[config.mk]
export PLATFORM = sky130hd
export DESIGN_NAME = seg_p2s_shifter
export DESIGN_NICKNAME = d
export VERILOG_FILES = /design/src/rtl/seg_p2s_shifter.sv
export SDC_FILE = /design/constraint.sdc
export NUM_CORES = 1
export LEC_CHECK = 0
export CORE_MARGIN = 2
export CORE_UTILIZATION = 49
export DETAILED_ROUTE_END_ITERATION = 10
export GPL_ROUTABILITY_DRIVEN = 0
export PLACE_DENSITY_LB_ADDON = 0.1
export SLEW_MARGIN = 5
export SYNTH_ARGS = -nofsm -noshare
export SYNTH_HDL_FRONTEND = slang
export SYNTH_SLANG_ARGS = --single-unit
[constraint.sdc]
create_clock -name clk -period 1.75 [get_ports clk]
set_clock_uncertainty 0.05 [all_clocks]
set_input_delay 0.2625 -clock clk [delete_from_list [all_inputs] [get_ports clk]]
set_output_delay 0.2625 -clock clk [all_outputs]
set_load 0.01 [all_outputs]
[src/rtl/seg_p2s_shifter.sv]
`default_nettype none
// ============================================================================
//  Module   : seg_p2s_shifter
//  Purpose  : Parallel-to-serial driver for the daisy-chained seven-segment
//             shift registers. Captures a DATA_WIDTH-bit segment map, shifts
//             it out MSB-first on a divided serial clock, then pulses the
//             external output-latch enable. A start/busy/done handshake lets
//             the display controller request one refresh at a time.
//  Revision : 1.0 - initial release
// ----------------------------------------------------------------------------
//  Parameters
//    DATA_WIDTH  : segment bits per frame (>= 2)
//    HALF_PERIOD : clk cycles per half period of sclk (>= 1)
//
//  Ports
//    clk      in   system clock, rising edge
//    rst_n    in   asynchronous active-low reset
//    start    in   refresh request, sampled only while idle
//    seg_map  in   segment bits, captured in the LOAD cycle
//    busy     out  frame in flight
//    done     out  one-cycle pulse at frame completion
//    sclk     out  serial shift clock (50 % duty, 2*HALF_PERIOD clk cycles)
//    sdat     out  serial data, stable >= HALF_PERIOD cycles before each
//                  sclk rise
//    sclr_n   out  external register clear, low only while in reset
//    spen     out  external output-latch enable, active-high
//
//  Build option
//    SEG_P2S_AUTO_REFRESH_EN : when defined the FSM refreshes continuously,
//                              reloading seg_map after every frame and
//                              ignoring start. Undefined: one frame per
//                              accepted start.
// ============================================================================
module seg_p2s_shifter #(
    parameter int DATA_WIDTH  = 64,
    parameter int HALF_PERIOD = 4
) (
    input  logic                  clk,
    input  logic                  rst_n,
    input  logic                  start,
    input  logic [DATA_WIDTH-1:0] seg_map,
    output logic                  busy,
    output logic                  done,
    output logic                  sclk,
    output logic                  sdat,
    output logic                  sclr_n,
    output logic                  spen
);

    // ------------------------------------------------------------------------
    // Derived sizes and constants
    // ------------------------------------------------------------------------
    localparam int BC_W = $clog2(DATA_WIDTH + 1);
    localparam int PH_W = (HALF_PERIOD > 1) ? $clog2(HALF_PERIOD) : 1;

    localparam logic [BC_W-1:0] c_BITS    = BC_W'(DATA_WIDTH);
    localparam logic [BC_W-1:0] c_BC_ONE  = BC_W'(1);
    localparam logic [PH_W-1:0] c_PH_LAST = PH_W'(HALF_PERIOD - 1);
    localparam logic [PH_W-1:0] c_PH_ONE  = PH_W'(1);
    localparam logic [PH_W-1:0] c_PH_ZERO = '0;

    // ------------------------------------------------------------------------
    // State encoding
    // ------------------------------------------------------------------------
    typedef enum logic [2:0] {
        S_IDLE     = 3'd0,
        S_LOAD     = 3'd1,
        S_SHIFT_LO = 3'd2,
        S_SHIFT_HI = 3'd3,
        S_LATCH    = 3'd4,
        S_DONE     = 3'd5
    } state_t;

    state_t                r_state;
    state_t                w_state_nxt;

    logic [DATA_WIDTH-1:0] r_shreg;
    logic [BC_W-1:0]       r_bitcnt;
    logic [PH_W-1:0]       r_phase;

    logic                  r_busy;
    logic                  r_done;
    logic                  r_sclk;
    logic                  r_sdat;
    logic                  r_sclr_n;
    logic                  r_spen;

    logic                  w_phase_end;
    logic                  w_phase_run;
    logic                  w_last_bit;
    logic                  w_load;
    logic                  w_bit_end;
    logic                  w_shift;
    logic                  w_busy;
    logic                  w_done;
    logic                  w_sclk;
    logic                  w_sdat;
    logic                  w_spen;

    // ------------------------------------------------------------------------
    // State register
    // ------------------------------------------------------------------------
    always_ff @(posedge clk or negedge rst_n) begin
        if (!rst_n) begin
            r_state <= S_IDLE;
        end else begin
            r_state <= w_state_nxt;
        end
    end

    // ------------------------------------------------------------------------
    // Next-state and output decode.
    // Every output below is registered one cycle later, so the pins reflect
    // the state the FSM was in during the previous cycle. Because sclk and
    // sdat share that same delay, their relative timing is preserved: sdat
    // moves together with the sclk fall and is held through the next rise.
    // ------------------------------------------------------------------------
    always_comb begin
        w_state_nxt = r_state;
        w_phase_run = 1'b0;
        w_load      = 1'b0;
        w_bit_end   = 1'b0;
        w_shift     = 1'b0;
        w_busy      = 1'b0;
        w_done      = 1'b0;
        w_sclk      = 1'b0;
        w_sdat      = 1'b0;
        w_spen      = 1'b0;

        w_phase_end = (r_phase == c_PH_LAST);
        w_last_bit  = (r_bitcnt == c_BC_ONE);

        case (r_state)
            S_IDLE: begin
`ifdef SEG_P2S_AUTO_REFRESH_EN
                w_state_nxt = S_LOAD;
`else
                if (start) begin
                    w_state_nxt = S_LOAD;
                end
`endif
            end

            S_LOAD: begin
                w_busy      = 1'b1;
                w_load      = 1'b1;
                // First bit goes straight from the input so sdat is valid
                // a full half period before the first sclk rise.
                w_sdat      = seg_map[DATA_WIDTH-1];
                w_state_nxt = S_SHIFT_LO;
            end

            S_SHIFT_LO: begin
                w_busy      = 1'b1;
                w_phase_run = 1'b1;
                w_sdat      = r_shreg[DATA_WIDTH-1];
                if (w_phase_end) begin
                    w_state_nxt = S_SHIFT_HI;
                end
            end

            S_SHIFT_HI: begin
                w_busy      = 1'b1;
                w_phase_run = 1'b1;
                w_sclk      = 1'b1;
                w_sdat      = r_shreg[DATA_WIDTH-1];
                if (w_phase_end) begin
                    w_bit_end = 1'b1;
                    if (w_last_bit) begin
                        w_state_nxt = S_LATCH;
                    end else begin
                        w_shift     = 1'b1;
                        w_state_nxt = S_SHIFT_LO;
                    end
                end
            end

            S_LATCH: begin
                w_busy      = 1'b1;
                w_phase_run = 1'b1;
                w_spen      = 1'b1;
                if (w_phase_end) begin
                    w_state_nxt = S_DONE;
                end
            end

            S_DONE: begin
                w_done      = 1'b1;
`ifdef SEG_P2S_AUTO_REFRESH_EN
                w_state_nxt = S_LOAD;
`else
                w_state_nxt = S_IDLE;
`endif
            end

            default: begin
                w_state_nxt = S_IDLE;
            end
        endcase
    end

    // ------------------------------------------------------------------------
    // Datapath: shift register, bit counter, half-period phase counter
    // ------------------------------------------------------------------------
    always_ff @(posedge clk or negedge rst_n) begin
        if (!rst_n) begin
            r_shreg  <= '0;
            r_bitcnt <= '0;
        end else if (w_load) begin
            r_shreg  <= seg_map;
            r_bitcnt <= c_BITS;
        end else if (w_bit_end) begin
            r_bitcnt <= r_bitcnt - c_BC_ONE;
            if (w_shift) begin
                r_shreg <= {r_shreg[DATA_WIDTH-2:0], 1'b0};
            end
        end
    end

    // Phase counter restarts on every timed-state exit, so each of
    // SHIFT_LO, SHIFT_HI and LATCH lasts exactly HALF_PERIOD cycles.
    always_ff @(posedge clk or negedge rst_n) begin
        if (!rst_n) begin
            r_phase <= c_PH_ZERO;
        end else if (!w_phase_run || w_phase_end) begin
            r_phase <= c_PH_ZERO;
        end else begin
            r_phase <= r_phase + c_PH_ONE;
        end
    end

    // ------------------------------------------------------------------------
    // Registered outputs
    // ------------------------------------------------------------------------
    always_ff @(posedge clk or negedge rst_n) begin
        if (!rst_n) begin
            r_busy   <= 1'b0;
            r_done   <= 1'b0;
            r_sclk   <= 1'b0;
            r_sdat   <= 1'b0;
            r_sclr_n <= 1'b0;
            r_spen   <= 1'b0;
        end else begin
            r_busy   <= w_busy;
            r_done   <= w_done;
            r_sclk   <= w_sclk;
            r_sdat   <= w_sdat;
            // Clear is released on the first edge after reset and stays off.
            r_sclr_n <= 1'b1;
            r_spen   <= w_spen;
        end
    end

    assign busy   = r_busy;
    assign done   = r_done;
    assign sclk   = r_sclk;
    assign sdat   = r_sdat;
    assign sclr_n = r_sclr_n;
    assign spen   = r_spen;

endmodule

`default_nettype wire

==> key figures <==
Detailed routing
  • DRT Wirelength: 9.882 mm
  • Vias per cell: 5.826
  • Final antenna-violating net count: 0
  • Drt initial violations: 129
  • Drt wl/cell: 16.04 um
  • Number of remaining DRC errors: 0
  • Via Count: 3589
  • Drt pass-1 iters: 5

Logic synthesis
  • Yosys cell types: 36
  • Dominant cell type by area after synthesis: dfrtp_1
  • Post-synth net total: 510
  • Top cells by count, synth: nand2_1, dfrtp_1, o211ai_1, o211ai_2, clkbuf_1
  • Post-synth EDFFs: 0
  • Top-area cell type share of the netlist area: 46.21%
  • Main flop type after synthesis: dfrtp_1
  • Most frequent cell after synthesis: nand2_1
  • FFs w/ async S/R, synth: 100.0%
  • Syn Inst Count: 440
  • Register area share after synthesis: 46.21%
  • Cell area after synthesis: 4441 sq um
  • Syn_area_per_cell: 10.09 sq um
  • Synth Register Bits: 82
  • Synth warn: 0
  • Area contributors post-synth: dfrtp_1, o211ai_2, o211ai_1

Die
  • Die span in x: 99.20 um
  • Row cnt: 34
  • Height of the die: 99.20 um
  • Core Area: 8763 sq um
  • I/O Pins: 73
  • Die area: 9840 sq um
  • Starting Density: 50.67%

CTS
  • Setup repair bufs after CTS: 0
  • H-tree depth: 3
  • Maximum buffer depth of the clock tree: 2
  • CTS tree: yes
  • CTS Root Cell: clkbuf_8
  • Latest clock arrival within the worst-skew pair: 340 ps
  • Clock edge transition at the registers on the reported setup and hold paths: 80 ps
  • Clock sink total: 82
  • CTS buffer count: 9

Layout
  • Final Non-Filler Cells: 616
  • Layout area overhead: 25.50%
  • Fillers: 740
  • Final net count: 574
  • Design Area, Final: 5573 sq um
  • Layout cells sized above 1: 23.03%
  • Diodes inserted: 0

Placement
  • IO Port Bufs: 72
  • Place WS: -106.7 ps
  • Hpwl dp: 6.117 mm
  • Post-Place Cells: 599
  • Post-DP Area: 5299 sq um

Critical path
  • WP data required: 1960 ps
  • R2R depth: 6
  • CP Capture Type: register
  • CP Launch Type: register
  • Crit-path max FO: 26
  • Kind of critical path: register to register
  • Crit path DAT: 2050 ps

Run status
  • Failing checks: negative setup slack
  • Status: finished, violations left

GRT
  • Largest net degree at the start of global routing: 83
  • Global route overflow: 0
  • GRT Resource Usage Total: 20.88%
  • Initial antenna violation count: 0
  • First-pass GRT wire length: 17.04 mm
  • Vias in the first global route: 3746

Timing
  • Fin crit share: 105.5%
  • Worst Slack Setup Final: -96.15 ps
  • Final setup fails: 66
  • Number of max-slew violations in the final report: 0
  • Fin. Hold Viols: 0
  • Minimum clock period: 1846 ps
  • Max Freq: 0.5417 GHz
  • Setup total negative slack: -4543 ps
  • RSZ-0062 raised after global routing: true

Power and ir drop
  • Power consumption: 7.933 mW
  • Power density over the cells: 1424 nW/um^2
  • Worst vdd ir: 0.0006727 V
  • LEAKAGE: 2.392 nW

Min path
  • Hold Path Class: register to register
  • Hold Crit Depth: 1

Job
  • Max-Cap Viols: 0
==> power breakdown <==
| group | switching, mW | internal [mW] |
|---|---|---|
| registers | 0.463 | 2.73 |
| clock network | 0.658 | 0.833 |
| logic | 1.73 | 1.52 |
| total | 2.85 | 5.09 |
==> logic make-up after synthesis <==
group | count (synthesis) | share of synthesized area, %
DFF | 82 | 46.21
other | 1 | 0.08445
muxes | 2 | 0.4508
xor gates and xnor gates | 1 | 0.1973
and+or+nand+nor | 155 | 14.91
adders and majority gates | 3 | 0.8454
AOI/OAI and AO/OA | 144 | 30.43
buffers and inverters | 52 | 6.875
==> cell type report <==
class	count	area, sq um	area share, %
clock buffers	10	137.6	2.470
clock inverters	5	78.83	1.414
inverters	5	18.77	0.3368
multi-input cells	306	2127	38.17
flip-flops and latches	82	2052	36.82
well taps	108	135.1	2.425
repair buffers	100	1023	18.37
==> stage by stage <==
step                      hold WS [ps]  util (%)
after CTS                        397.7     63.16
after detailed placement         273.5     60.47
after global routing             413.5     63.59
final                            394.0     63.59
after floorplan                 -83.09         -
after global placement           282.9     60.47
==> routing by layer <==
| layer | up-vias | GRT usage (%) | share of wire (%) |
|---|---|---|---|
| li1 | 1720 | - | - |
| met1 | 1788 | 28.19 | 48 |
| met2 | 73 | 35.08 | 48 |
| met3 | 8 | 2.600 | 3.4 |
| met4 | 0 | 6.955 | 1.1 |
| met5 | - | 0 | 0 |
==> sequential cells by signal, summed over array words and instances (netlist names) <==
signal and cells:
r_shreg 64, r_bitcnt 7, r_state 3, r_phase 2, busy 1, done 1
sclk 1, sclr_n 1, sdat 1, spen 1
==> critical path, stage by stage (launching register included) <==
cell and delay [ps]:
dfrtp_1 390, inv_2 60, ha_1 130, or4b_4 510, o21a_4 260, buf_12 180
o211ai_1 180
==> timing repair <==
action	4_1_cts	5_1_grt
cloned	0	1
pin swaps	1	5
hold buffers	1	0
setup endpoints to repair	67	67
hold endpoints to repair	82	0
gates resized for setup	4	3
==> path summary, 6_finish.rpt <==
kind                              from     endpoint  slack [ps]
hold reg to reg             r_phase[0]   r_phase[0]         390
hold / removal              r_phase[0]   r_phase[0]         390
min in group asynchronous        rst_n  r_shreg[27]         430
setup / recovery           r_bitcnt[1]  r_shreg[18]        -100
setup reg to reg           r_bitcnt[1]  r_shreg[18]        -100
max in group asynchronous        rst_n  r_shreg[53]         870
==> layout by cell type (no fill, tap or decap), types with 5 or more instances in the layout <==
| cell type | count |
|---|---|
| a21oi_1 | 5 |
| o211ai_1 | 67 |
| o211ai_2 | 59 |
| dfrtp_1 | 82 |
| clkbuf_8 | 10 |
| clkdlybuf4s50_1 | 71 |
| buf_4 | 21 |
| buf_12 | 6 |
| nand2_1 | 130 |
(Power assumes the default switching activity.)
